--- config.mk ---
export PLATFORM = sky130hd
export DESIGN_NAME = piso_tx
export DESIGN_NICKNAME = d
export VERILOG_FILES = /design/src/rtl/piso_tx_pkg.sv /design/src/rtl/piso_tx_bit_timer.sv /design/src/rtl/piso_tx.sv
export SDC_FILE = /design/constraint.sdc
export NUM_CORES = 1
export LEC_CHECK = 0
export BUFFER_PORTS_ARGS = -buffer_cell sky130_fd_sc_hd__buf_2
export CAP_MARGIN = 0
export CELL_PAD_IN_SITES_DETAIL_PLACEMENT = 0
export CELL_PAD_IN_SITES_GLOBAL_PLACEMENT = 2
export CORE_UTILIZATION = 36
export DETAILED_ROUTE_END_ITERATION = 7
export GPL_TIMING_DRIVEN = 0
export PLACE_DENSITY = 0.78
export SLEW_MARGIN = 20
export SYNTH_ARGS = -nofsm -noshare
export SYNTH_HDL_FRONTEND = slang
export SYNTH_SLANG_ARGS = --single-unit
--- constraint.sdc ---
create_clock -name clk -period 3.8 [get_ports clk]
set_input_delay 0.19 -clock clk [delete_from_list [all_inputs] [get_ports clk]]
set_output_delay 0.19 -clock clk [all_outputs]
set_load 0.01 [all_outputs]
--- src/rtl/piso_tx_pkg.sv ---
// Shared types and line-level constants for the framing transmitter.
package piso_tx_pkg;

  typedef enum logic [2:0] {
    IDLE   = 3'd0,
    START  = 3'd1,
    DATA   = 3'd2,
    PARITY = 3'd3,
    STOP   = 3'd4
  } state_t;

  // Line levels. The stop level equals the idle level. For that reason, so_valid,
  // not so, marks where a frame ends.
  localparam logic START_BIT  = 1'b1;
  localparam logic STOP_BIT   = 1'b0;
  localparam logic IDLE_LEVEL = 1'b0;

endpackage

--- src/rtl/piso_tx_bit_timer.sv ---
// Bit-period timer: tick marks the last clock of each serial bit.
module bit_timer #(
  parameter int CLKS_PER_BIT = 1
) (
  input  logic clk,
  input  logic rst,
  input  logic en,
  output logic tick
);

  localparam int CW = (CLKS_PER_BIT > 1) ? $clog2(CLKS_PER_BIT) : 1;
  localparam logic [CW-1:0] LAST = CW'(CLKS_PER_BIT - 1);

  logic [CW-1:0] cnt;

  // The count is held at 0 while disabled, so every accept from IDLE starts a fresh period.
  // A back-to-back accept lands on the wrap, which also leaves the count at 0.
  always_ff @(posedge clk or negedge rst) begin
    if (!rst)              cnt <= '0;
    else if (!en)          cnt <= '0;
    else if (cnt == LAST)  cnt <= '0;
    else                   cnt <= cnt + 1'b1;
  end

  assign tick = en && (cnt == LAST);

endmodule

--- src/rtl/piso_tx.sv ---
// Parallel-in/serial-out framing transmitter.
// Frame format: start, data LSB first, optional parity, stop.
module piso_tx
  import piso_tx_pkg::*;
#(
  parameter int WIDTH        = 4,
  parameter int CLKS_PER_BIT = 1,
  parameter int PARITY_EN    = 1,
  parameter int PARITY_ODD   = 0
) (
  input  logic             clk,
  input  logic             rst,
  input  logic [WIDTH-1:0] din,
  input  logic             din_valid,
  output logic             din_ready,
  output logic             so,
  output logic             so_valid,
  output logic             busy
);

  localparam int BW = (WIDTH > 1) ? $clog2(WIDTH) : 1;
  localparam logic [BW-1:0] LAST_BIT = BW'(WIDTH - 1);
  localparam logic PAR_INV = (PARITY_ODD != 0);

  state_t           state;
  logic [WIDTH-1:0] sh;
  logic [BW-1:0]    bitcnt;
  logic             par;
  logic             tick;
  logic             acc;

  assign busy = (state != IDLE);

  bit_timer #(.CLKS_PER_BIT(CLKS_PER_BIT)) u_timer (
    .clk  (clk),
    .rst  (rst),
    .en   (busy),
    .tick (tick)
  );

  // Ready in IDLE, and on the last clock of STOP so frames can run back to back.
  // Gating with rst keeps ready low while reset is held.
  assign din_ready = rst & ((state == IDLE) | ((state == STOP) & tick));
  assign acc       = din_valid & din_ready;

  // Framing FSM. The output registers present each bit from the edge that enters its state.
  always_ff @(posedge clk or negedge rst) begin
    if (!rst) begin
      state    <= IDLE;
      sh       <= '0;
      bitcnt   <= '0;
      par      <= 1'b0;
      so       <= IDLE_LEVEL;
      so_valid <= 1'b0;
    end else if (acc) begin
      // Capture the word and its parity. Later changes on din cannot touch this frame.
      state    <= START;
      sh       <= din;
      par      <= (^din) ^ PAR_INV;
      bitcnt   <= '0;
      so       <= START_BIT;
      so_valid <= 1'b1;
    end else begin
      unique case (state)
        IDLE: begin
          so       <= IDLE_LEVEL;
          so_valid <= 1'b0;
        end
        START: if (tick) begin
          state  <= DATA;
          so     <= sh[0];
          sh     <= sh >> 1;
          bitcnt <= '0;
        end
        DATA: if (tick) begin
          if (bitcnt == LAST_BIT) begin
            if (PARITY_EN != 0) begin
              state <= PARITY;
              so    <= par;
            end else begin
              state <= STOP;
              so    <= STOP_BIT;
            end
          end else begin
            so     <= sh[0];
            sh     <= sh >> 1;
            bitcnt <= bitcnt + 1'b1;
          end
        end
        PARITY: if (tick) begin
          state <= STOP;
          so    <= STOP_BIT;
        end
        STOP: if (tick) begin
          state    <= IDLE;
          so       <= IDLE_LEVEL;
          so_valid <= 1'b0;
        end
        default: begin
          state    <= IDLE;
          so       <= IDLE_LEVEL;
          so_valid <= 1'b0;
        end
      endcase
    end
  end

endmodule

## After elaboration in Yosys (flattened, before gate mapping)

Cells that the tools add are included.

- Register bits after elaboration: 13
- Input bits: 7
- Output and inout port bits: 4
- Logic and storage cells: 66

- Add/subtract/negate cells: 2
- Equal/unequal tests: 14
- Muxes and demuxes: 27
- Bitwise logic cells: 5
- Reduce and logical (&&, ||, !) cells: 11

Operators with widths:

| operator | count |
|---|---|
| 3-bit 2-to-1 mux | 6 |
| 3-bit != test, second input constant | 6 |
| 4-bit 2-to-1 mux | 4 |
| 3-bit case mux with 5 select lines | 1 |
| 1-bit 2-to-1 mux | 8 |
| 2-bit 2-to-1 mux | 4 |
| 4-bit case mux with 2 select lines | 1 |
| 3-bit by 2-bit equality test with 1-bit output, second input constant | 2 |
| 6-bit AND reduction | 1 |
| 3-bit nonzero test | 2 |
| 2-bit case mux with 2 select lines | 1 |
| 4-bit AND reduction | 1 |
| 4-bit parity | 1 |
| 1-bit bitwise AND | 3 |
| 3-bit by 1-bit equality test with 1-bit output, second input constant | 1 |
| 3-bit equality test, second input constant | 1 |
| 3-bit logical NOT | 1 |
| 3-bit by 1-bit != test with 1-bit output, second input constant | 1 |
| 1-bit case mux with 3 select lines | 1 |
| 3-bit AND reduction | 1 |
| 3-bit OR reduction | 1 |
| 2-bit by 1-bit adder with 2-bit output, second input constant | 1 |
| 2-bit equality test, second input constant | 1 |
| 2-bit by 1-bit != test with 1-bit output, second input constant | 1 |
| 8 further kinds | 8 |

## Longest topological paths before layout

Gate-level depths: netlist (run 1).

- Depth in word-level cells: 8
- Depth in mapped cells: 6
- Mapped depth without buffers: 5

## Cells and area by module

A second synthesis (run 1) with hierarchy kept.

- Cells, all modules: 74
- Area, all modules: 760.7 um2

By module, submodules not included:

| module | instances | cells each | area an instance (um2) | sequential area each (um2) |
|---|---|---|---|---|
| piso_tx | 1 | 73 | 753.2 | 300.3 |
| bit_timer | 1 | 1 | 7.5 | 0.0 |

## Worst setup path after synthesis (run 1)

Ideal clock, no wire load.

- Path type: register to register
- Start point: reg bitcnt[0]
- End point: reg sh[3]
- Library setup time: 121 ps
- Arrival time: 1273 ps
- Data required time: 3679 ps
- Slack: 2406 ps
- Stages on the path, launching flop included: 5
- Path buffers: 0
- Clock period less this slack: 1394 ps
- Cell sequence: dfrtp_1 -> ha_1 -> nor4b_2 -> a211oi_4 -> a22o_1

- Longest elaborated chain between the ends: 3

Ends and longest elaborated chain:

| element | RTL line | RTL |
|---|---|---|
| from (decl) | piso_tx.sv:27 | `logic [BW-1:0] bitcnt;` |
| from (signal assigned) | piso_tx.sv:87 | `bitcnt <= bitcnt + 1'b1;` |
| 2-bit equality test | piso_tx.sv:76 | `if (bitcnt == LAST_BIT) begin` |
| 3-bit != test (no line) | -- |  |
| 4-bit AND reduction (no line) | -- |  |
| to (signal assigned) | piso_tx.sv:58 | `sh <= din;` |
| to (signal assigned) | piso_tx.sv:72 | `sh <= sh >> 1;` |
| to (signal assigned) | piso_tx.sv:86 | `sh <= sh >> 1;` |
| to (decl) | piso_tx.sv:26 | `logic [WIDTH-1:0] sh;` |

No other way between the ends.
A chain may end at the register's enable or synchronous reset.

## Final worst setup path (run 1)

- Start point: in rst
- End point: reg sh[1]

- Longest elaborated chain between the ends: 4
- Elaborated cells on any way between the ends: 8
- Those cells by class: eq/ne: 3; mux: 1; bitwise: 2; reduce/logical: 2

Ends and longest elaborated chain:

| element | RTL line | RTL |
|---|---|---|
| from (decl) | piso_tx.sv:12 | `input logic rst,` |
| 1-bit bitwise AND * | piso_tx.sv:43 | `assign din_ready = rst & ((state == IDLE) \| ((state == STOP) & tick));` |
| 1-bit bitwise AND * | piso_tx.sv:44 | `assign acc = din_valid & din_ready;` |
| 3-bit != test (no line) or 3-bit nonzero test (tied branches) | -- |  |
| 4-bit AND reduction (no line) | -- |  |

Mark *: on every way between the ends. The rest lies on a longest branch, timed or not.

==> out/qor.csv, run 1 <==
metric,value,unit
status,completed,
drt-pass1-iter-count,2,
routed_wl,1.13,mm
slew_headroom,0.725,
ff2ff_path_depth,4,
rows,14,
start_kind,input pin,
hp-class,input pin to flip-flop,
post_cts_buffers,0,
critPathMaxFanout,15,
core_area,1580,µm²
hold_viol,0,
rsz0062_at_grt,no,
tritoncts,done,
syn_avg_cell_area,10.8,µm²
yosys_warnings,0,
hold_depth,2,
cap_violations,0,
dpl_cell_area,707,µm²
period_needed,1.62,ns
finalClockSkew,0.00528,ns
ys_types,25,
synth_fp_nets,67,
reg2reg_slack,2.29,ns
syn_area,637,µm²
viasPerCell,5.20,
ys_seq_elements,12,
hp-start,din[3],
p_leak,0.332,nW
place_hpwl,796,µm
drive_above_1_share,0.274,
synth-async-reset-ratio,1.00,
report.final.setup_viol,0,
ir_drop,0.269,mV
synth_edf_count,0,
synthCells,59,
ios,11,
grt_pass1_wl,2.00,mm
die_h,44.1,µm
place_congestion,0.664,
grt_pass1_vias,444,
drtAntennaViolNets,0,
vias,463,
clk_latency,0.27,ns
power,0.536,mW
endpoint_kind,flip-flop,
die_area,1940,µm²
finalCritPeriodShare,0.427,
routedWlPerCell,12.7,µm
htreeDepth,1,
antenna_found_initial,0,
root_buffer,clkbuf_4,
grt-ovfl-total,0,
fin_util,0.469,
initial_core_util,0.404,
synth_ff_type,dfrtp_1,
setup_tns,0,ns
drc,0,
layout.nets,83,
tightestPinTransition,0.412,ns
powerDensity,724,nW/µm²
numCtsBuffers,3,
cts_num_sinks,12,
path_clk_slew,0.07,ns
hold_ws,0.177,ns
area_delta_synth_final,16.1,%
die_w,44.1,µm
fmax,616,MHz
grt_use_total,0.146,
cp.arrival,1.76,ns
max-clock-path-buffers,2,
io_buffer_count,10,
critPathKind,input pin to flip-flop,
insertedDiodeCount,0,
drt_iter0_drc,2,
report.final.slew_viol_count,0,
timing.rr.end,sh[3]$_DFFE_PN0P_,
fin_area,739,µm²
hold-path-endpoint,sh[3]$_DFFE_PN0P_,
cp.required,3.94,ns
reg2reg_from,bitcnt[0]$_DFFE_PN0P_,
grt_max_degree,16,
yosysSeqAreaShare,0.472,
-- cells in the mapped netlist (all sizes together), types with 2 or more instances --
library cell,instances,area [µm²]
nor2,4,15.0
buf,4,32.5
xnor2,4,35.0
and2,2,12.5
mux2i,4,40.0
a22o,2,17.5
o21ai,7,35.0
nand2,3,11.3
dfrtp,12,300
a21oi,3,15.0
inv,2,7.51
-- final cells by class --
cell class | count | area, µm²
inverter | 2 | 7.51
tap | 16 | 20.0
timing repair buffer | 11 | 60.1
multi-input combinational | 41 | 297
fill | 165 | 837
clock buffer | 3 | 22.5
sequential | 12 | 300
buffer | 4 | 32.5
-- cell usage in the layout (no fill, tap or decap), drive strengths merged, types with 2 or more instances in the layout --
master and n:
mux2i 4, xnor2 4, buf 14, nor2 4, nand2 3, a22o 2, inv 2, o21ai 7
a21oi 3, dfrtp 12, and2 2, clkbuf 3
-- power by group --
part           switching [mW]  leakage (nW)  internal (mW)  total, mW
clock network          0.0404        0.0138         0.0366     0.0771
logic                   0.135         0.163          0.118      0.253
registers              0.0291         0.155          0.177      0.206
total                   0.204         0.332          0.331      0.536
-- routing by layer --
metal,vias to the layer above,track usage,part of all wire
met5,-,0,0
met4,0,0.109,0.016
met3,2,0.0245,0.030
met2,8,0.200,0.43
met1,216,0.206,0.52
li1,237,-,-
-- sequential cells by signal (all words and copies together), names as in the netlist --
signal / flops
bitcnt: 2
sh: 4
par: 1
so_valid: 1
so: 1
state: 3
-- logic make-up (layout without fill, tap and decap cells) --
logic type | after synthesis | count (layout) | synth area share
simple gates | 17 | 17 | 0.167
compound gates | 15 | 15 | 0.161
flops | 12 | 12 | 0.472
buf+inv | 6 | 20 | 0.0629
xor+xnor | 4 | 4 | 0.0550
mux | 4 | 4 | 0.0629
fa+ha+maj | 1 | 1 | 0.0196
-- critical path, cell delays in order --
cell and delay, ns:
dlygate4sd3_1 0.53, buf_2 0.23, nor4bb_2 0.21, buf_6 0.15
a211oi_4 0.33, o21ai_1 0.12
-- worst max path at each step --
stage | from | end | slack [ns] | cells after the start
after floorplan | bitcnt[0]$_DFFE_PN0P_ | sh[3]$_DFFE_PN0P_ | 2.41 | 4
after global placement | bitcnt[0]$_DFFE_PN0P_ | bitcnt[1]$_DFFE_PN0P_ | 2.30 | 4
after global routing | rst | sh[0]$_DFFE_PN0P_ | 2.03 | 6
after detailed placement | bitcnt[0]$_DFFE_PN0P_ | sh[3]$_DFFE_PN0P_ | 2.30 | 4
after CTS | rst | sh[0]$_DFFE_PN0P_ | 2.15 | 6
final | rst | sh[1]$_DFFE_PN0P_ | 2.18 | 6
-- what timing repair did --
action / in CTS / in global routing
hold buffers: 1 / 0
hold endpoints to repair: 12 / 0
resized for setup: 0 / 0
-- metrics by stage --
step	worst slack, ns	std cells
3_5_place_dp	2.30	85
2_1_floorplan	2.41	59
3_3_place_gp	2.30	85
6_report	2.18	89
4_1_cts	2.15	89
5_1_grt	2.03	89
(Power assumes the default switching activity.)
==> run 2: changes to the inputs <==
Settings changed: CORE_UTILIZATION 36 to 33, PLACE_DENSITY 0.78 to 0.73.
Clock period 3.8 ns to 1.5 ns, I/O delays scaled along.
==> run 2 against run 1 <==
  * Register-to-register slack worse by 2.2 ns
  * Non-clock buffer count up 4
  * Total power rose to 2.9 times the previous value
  * Die area up 8.7%
  * Worst setup slack worse by 2.1 ns
  * First-iteration DRC count unchanged
  * Flip-flop and latch count unchanged
  * Cell area up 13%
  * Critical path depth down 3
  * Largest cell class is now multi-input gates
  * Highest routed layer unchanged
==> out/qor.csv, run 2 (synthesized netlist as in run 1, its figures left out) <==
metric,value,unit,change
die_h,45.9,µm,+4.2%
fmax,691,MHz,
finalClockSkew,0.00130,ns,-0.00398 ns
grt-ovfl-total,0,,unchanged
routed_wl,1.28,mm,+13%
slowest_stage,dfrtp_2,,
endpoint_kind,primary output,,
fin_ws,0.0532,ns,-2.12 ns
placed_cells_incl_taps,94,,+11%
place_hpwl,804,µm,+1.0%
drive_above_1_share,0.372,,+0.0978
die_w,45.9,µm,+4.2%
ir_drop,0.831,mV,+210%
cp.arrival,1.37,ns,-0.39 ns
stdcell_count,103,,+16%
fillers,183,,+11%
cap_violations,0,,unchanged
largestRegisters,"sh (4), state (3), bitcnt (2)",,
tightestPinTransition,0.558,ns,+0.146 ns
start_kind,flip-flop,,
drt-pass1-iter-count,4,,+2
grt_max_degree,13,,-3
area_delta_synth_final,30.8,%,
final_common_cell,buf_2,,
rsz0062_at_grt,no,,
crit_path_max_incr_delay,0.43,ns,-0.10 ns
cp.required,1.42,ns,-2.52 ns
initial_core_util,0.361,,-0.0430
setup_tns,0,ns,unchanged
largest_reg_flops,4,,unchanged
drt_iter0_drc,2,,unchanged
die_area,2110,µm²,+8.7%
drc,0,,unchanged
max-clock-path-buffers,2,,unchanged
cts_num_sinks,12,,unchanged
critPathMaxFanout,10,,-5
finalCritPeriodShare,0.965,,
grt_pass1_wl,2.24,mm,+12%
numCtsBuffers,3,,unchanged
drtAntennaViolNets,0,,unchanged
critPathKind,flip-flop to primary output,,
slew_headroom,0.627,,-0.0978
io_buffer_count,10,,unchanged
path_delay_family,flip-flops,,
viasPerCell,4.75,,-8.7%
path_clk_slew,0.08,ns,about the same
place_congestion,0.653,,-1.6%
routedWlPerCell,12.4,µm,-2.2%
htreeDepth,1,,unchanged
antenna_found_initial,0,,unchanged
top_register,sh,,
layout.nets,87,,+4.8%
grt_pass1_vias,476,,+7.2%
reg2reg_slack,0.07,ns,-2.22 ns
grt_use_total,0.158,,+0.0115
report.final.setup_viol,0,,unchanged
hp-class,input pin to flip-flop,,
hold_viol,0,,unchanged
p_leak,0.366,nW,+10%
report.final.slew_viol_count,0,,unchanged
pre_cts_ws,-0.0185,ns,-2.31 ns
powerDensity,1850,nW/µm²,+160%
crit_chain,"buf_4, or3_1, buf_2",,
period_needed,1.45,ns,
core_area,1760,µm²,+12%
clk_latency,0.27,ns,about the same
status,completed,,
vias,489,,+5.6%
rows,15,,+1
root_buffer,clkbuf_4,,
layout_common_cells,"buf_2 (11), dfrtp_1 (10), buf_4 (5)",,
ios,11,,unchanged
insertedDiodeCount,0,,unchanged
tritoncts,done,,
path_buf_inv,2,,-1
-- run 2: cell types whose count changed in the layout (fill, tap and decap cells not counted) --
cell      change
ha_4          +1
nor4bb_4      +1
dfrtp_1       -2
nor4bb_2      -1
buf_2         -1
nor4b_2       -1
dfrtp_2       +2
mux2i_1       -1
buf_4         +5
mux2i_2       +1
nor4b_4       +1
ha_1          -1
clkbuf_8      +1
-- run 2: final timing paths --
check / end / depth (start not counted) / start
worst min register to register: sh[1]$_DFFE_PN0P_ / 2 / sh[1]$_DFFE_PN0P_
worst max register to register: sh[1]$_DFFE_PN0P_ / 5 / state[0]$_DFFE_PN0P_
worst min-delay path: sh[3]$_DFFE_PN0P_ / 2 / din[3]
worst max-delay path: busy / 3 / state[0]$_DFFE_PN0P_
max in group asynchronous: state[0]$_DFFE_PN0P_ / 2 / rst
min in group asynchronous: bitcnt[0]$_DFFE_PN0P_ / 2 / rst
-- run 2: power breakdown --
| group | total, mW | switching, mW | internal, mW |
|---|---|---|---|
| clock | 0.263 | 0.116 | 0.147 |
| combinational | 0.748 | 0.380 | 0.368 |
| sequential | 0.530 | 0.0794 | 0.451 |
| total | 1.54 | 0.575 | 0.966 |
-- run 2: layer usage --
layer	vias up	wire [µm]	global-route usage	share of wire
li1	246	-	-	-
met1	235	652	0.231	0.51
met2	6	579	0.194	0.45
met3	2	30	0.0357	0.023
met4	0	17	0.118	0.013
met5	-	0	0	0
-- run 2: worst reg2reg max path, stage by stage (launching register included) --
cell and delay, ns:
dfrtp_2 0.43, buf_4 0.15, nor4bb_4 0.26, buf_6 0.19
mux2i_2 0.21, o21ai_1 0.08
-- run 2: layout make-up --
class,count,area [µm²],area share
plain buffers,4,35.0,0.0420
clock buffers,4,36.3,0.0435
inverters,2,7.51,0.00901
multi-input cells,41,330,0.396
flip-flops and latches,12,303,0.363
well taps,25,31.3,0.0375
repair buffers,15,90.1,0.108
-- run 2: what timing repair did --
action / CTS / global route
pin swaps: 0 / 3
resized for setup: 2 / 7
hold buffers: 1 / 0
hold endpoints to repair: 12 / 0
setup buffers: 3 / 1
setup endpoints to repair: 5 / 7
-- run 2: metrics by stage --
| step | cell area [µm²] | total power, mW | util | hold WS, ns |
|---|---|---|---|---|
| floorplan | 637 | 1.02 | - | -0.221 |
| global placement | 718 | 1.18 | 0.407 | -0.00923 |
| detailed placement | 718 | 1.18 | 0.407 | -0.00761 |
| CTS | 797 | 1.50 | 0.452 | 0.0446 |
| global route | 833 | 1.67 | 0.472 | 0.0687 |
| finish | 833 | 1.54 | 0.472 | 0.0539 |
==> run 3: changes to the inputs <==
Settings changed: CORE_UTILIZATION 33 to 34, PLACE_DENSITY 0.73 to 0.74, SYNTH_HIERARCHICAL set to 1.
==> run 3 against run 2 <==
  * The flow now finishes with violations (negative setup slack)
  * Total power rose by 65%
  * Utilization increased by 7.5 points
  * Clock-buffer cell count is the same
  * Cell area rose by 34%
  * Clock power about the same
  * Critical endpoint is now sh[1]$_DFFE_PN0P_
  * Largest power group unchanged
==> out/qor.csv, run 3 <==
metric,value,unit,change
synth_top_area_frac,0.395,,-0.0768
rows,16,,+1
root_buffer,clkbuf_4,,
status,finished with violations,,
die_h,49.3,µm,+7.3%
p_leak,0.533,nW,+46%
synth.area.top_cells,"dfrtp_1 (39%), mux2_2 (7.4%), mux2_4 (3.9%)",,
endpoint_kind,flip-flop,,
numCtsBuffers,3,,unchanged
report.final.slew_viol_count,0,,unchanged
synth_edf_count,0,,unchanged
tritoncts,done,,
ff2ff_path_depth,7,,+2
yosys_warnings,6,,+6
powerDensity,2280,nW/µm²,+23%
grt_pass1_vias,643,,+35%
setup_tns,-4.07,ns,-4.07 ns
grt-ovfl-total,0,,unchanged
ios,11,,unchanged
yosysSeqAreaShare,0.395,,-0.0768
yosysTopAreaCell,dfrtp_1,,
final_common_cell,buf_4,,
hold_viol,0,,unchanged
viasPerCell,4.80,,+1.0%
synth_commonest_cells,"dfrtp_1 (12), nor2_1 (7), a21oi_1 (5), mux2_2 (5), o21ai_0 (4)",,
hold_depth,2,,unchanged
cp.required,1.66,ns,+0.24 ns
grt_use_total,0.166,,+0.00894
yosysMostFrequentCell,dfrtp_1,,
largestRegisters,"sh (4), state (3), bitcnt (2)",,
dpl_cell_area,867,µm²,+21%
ys_seq_elements,12,,unchanged
fmax,498,MHz,-28%
seq_area,300,µm²,-0.83%
io_buffer_count,10,,unchanged
layout.nets,114,,+31%
drt_iter0_drc,12,,+10
routed_wl,1.82,mm,+42%
insertedDiodeCount,0,,unchanged
reg2reg_slack,-0.51,ns,-0.58 ns
hp-class,input pin to flip-flop,,
initial_core_util,0.373,,+0.0116
path_clk_slew,0.08,ns,about the same
critPathMaxFanout,5,,-5
drtAntennaViolNets,0,,unchanged
core_area,2040,µm²,+16%
drive_above_1_share,0.552,,+0.181
syn_area,761,µm²,+19%
syn_avg_cell_area,10.3,µm²,-4.8%
ys_types,33,,+32%
largest_reg_flops,4,,unchanged
synthCells,74,,+25%
critPathKind,flip-flop to flip-flop,,
start_kind,flip-flop,,
place_hpwl,1.08,mm,+35%
routedWlPerCell,13.8,µm,+11%
fin_ws,-0.507,ns,-0.560 ns
grt_max_degree,13,,unchanged
report.final.setup_viol,13,,+13
cap_violations,0,,unchanged
drc,0,,unchanged
antenna_found_initial,0,,unchanged
die_area,2430,µm²,+15%
max-clock-path-buffers,2,,unchanged
synth_fp_nets,82,,+22%
ir_drop,1.09,mV,+31%
grt_pass1_wl,2.99,mm,+34%
slew_headroom,0.596,,-0.0306
layout_common_cells,"buf_4 (15), dfrtp_1 (12), buf_2 (10)",,
cp.arrival,2.17,ns,+0.80 ns
fillers,209,,+14%
synth-async-reset-ratio,1.00,,unchanged
period_needed,2.01,ns,+0.560 ns
finalClockSkew,0.00292,ns,+0.00162 ns
cts_num_sinks,12,,unchanged
htreeDepth,1,,unchanged
multiInputGateArea,488,µm²,+48%
place_congestion,0.699,,+7.0%
rsz0062_at_grt,yes,,
fin_area,1120,µm²,+34%
violations,negative setup slack,,
clk_latency,0.27,ns,about the same
vias,633,,+29%
drt-pass1-iter-count,4,,unchanged
die_w,49.3,µm,+7.3%
top_register,sh,,
synth_ff_type,dfrtp_1,,
tightestPinTransition,0.604,ns,+0.0458 ns
area_delta_synth_final,46.9,%,
finalCritPeriodShare,1.34,,+0.374
## run 3: area by class of cell
cell class | instances | share of cell area
Buffer | 4 | 0.0437
Clock buffer | 4 | 0.0325
Inverter | 1 | 0.00336
Multi-Input combinational cell | 55 | 0.437
Sequential cell | 12 | 0.269
Tap cell | 27 | 0.0302
Timing Repair Buffer | 29 | 0.185
## run 3: critical path, cell delays in order, from the launching register on
cell and delay (ns):
dfrtp_1 0.40, buf_6 0.12, or3_4 0.39, nand2b_4 0.15, and4_4 0.15, buf_8 0.13, mux2_4 0.29, mux2_4 0.26
## run 3: metrics by stage
| step | worst slack, ns | power (mW) | hold slack [ns] | utilization | cells |
|---|---|---|---|---|---|
| 2_1_floorplan | -0.687 | 1.50 | -0.221 | - | 74 |
| 3_3_place_gp | -0.737 | 1.74 | 0.000135 | 0.425 | 111 |
| 3_5_place_dp | -0.773 | 1.75 | 0.000301 | 0.425 | 111 |
| 4_1_cts | -0.506 | 2.22 | 0.0447 | 0.499 | 126 |
| 5_1_grt | -0.545 | 2.74 | 0.0591 | 0.547 | 132 |
| 6_report | -0.507 | 2.54 | 0.0711 | 0.547 | 132 |
## run 3: path summary, 6_finish.rpt
| check | startpoint | to |
|---|---|---|
| hold / removal | din[3] | sh[3]$_DFFE_PN0P_ |
| hold reg to reg | so_valid$_DFFE_PN0P_ | so_valid$_DFFE_PN0P_ |
| min in group asynchronous | rst | state[1]$_DFFE_PN0P_ |
| setup / recovery | state[1]$_DFFE_PN0P_ | sh[1]$_DFFE_PN0P_ |
| max in group asynchronous | rst | sh[3]$_DFFE_PN0P_ |
| setup reg to reg | state[1]$_DFFE_PN0P_ | sh[1]$_DFFE_PN0P_ |
## run 3: where the power goes
part | internal (mW) | switching, mW | leakage (nW)
sequential | 0.461 | 0.0894 | 0.154
clock | 0.147 | 0.113 | 0.0210
combinational | 1.00 | 0.733 | 0.358
total | 1.61 | 0.935 | 0.533
## run 3: cells by family after synthesis
group	Yosys count	synth area share
DFF	12	0.395
and+or+nand+nor	25	0.204
muxes	8	0.127
xor gates and xnor gates	4	0.0461
buffers and inverters	7	0.0707
adders and majority gates	1	0.0164
AOI/OAI and AO/OA	17	0.141
## run 3: layer usage
layer	global-route usage	wire length [µm]	up-vias
met1	0.233	873	299
li1	-	-	321
met5	0	0	-
met4	0.0735	13	0
met2	0.256	886	9
met3	0.0187	42	4
## run 3: what timing repair did
action	CTS	global route
hold endpoints to repair	12	0
pin swaps	2	4
resized for setup	12	15
hold buffers	1	0
endpoints found under the setup margin	13	14
setup buffers	12	8
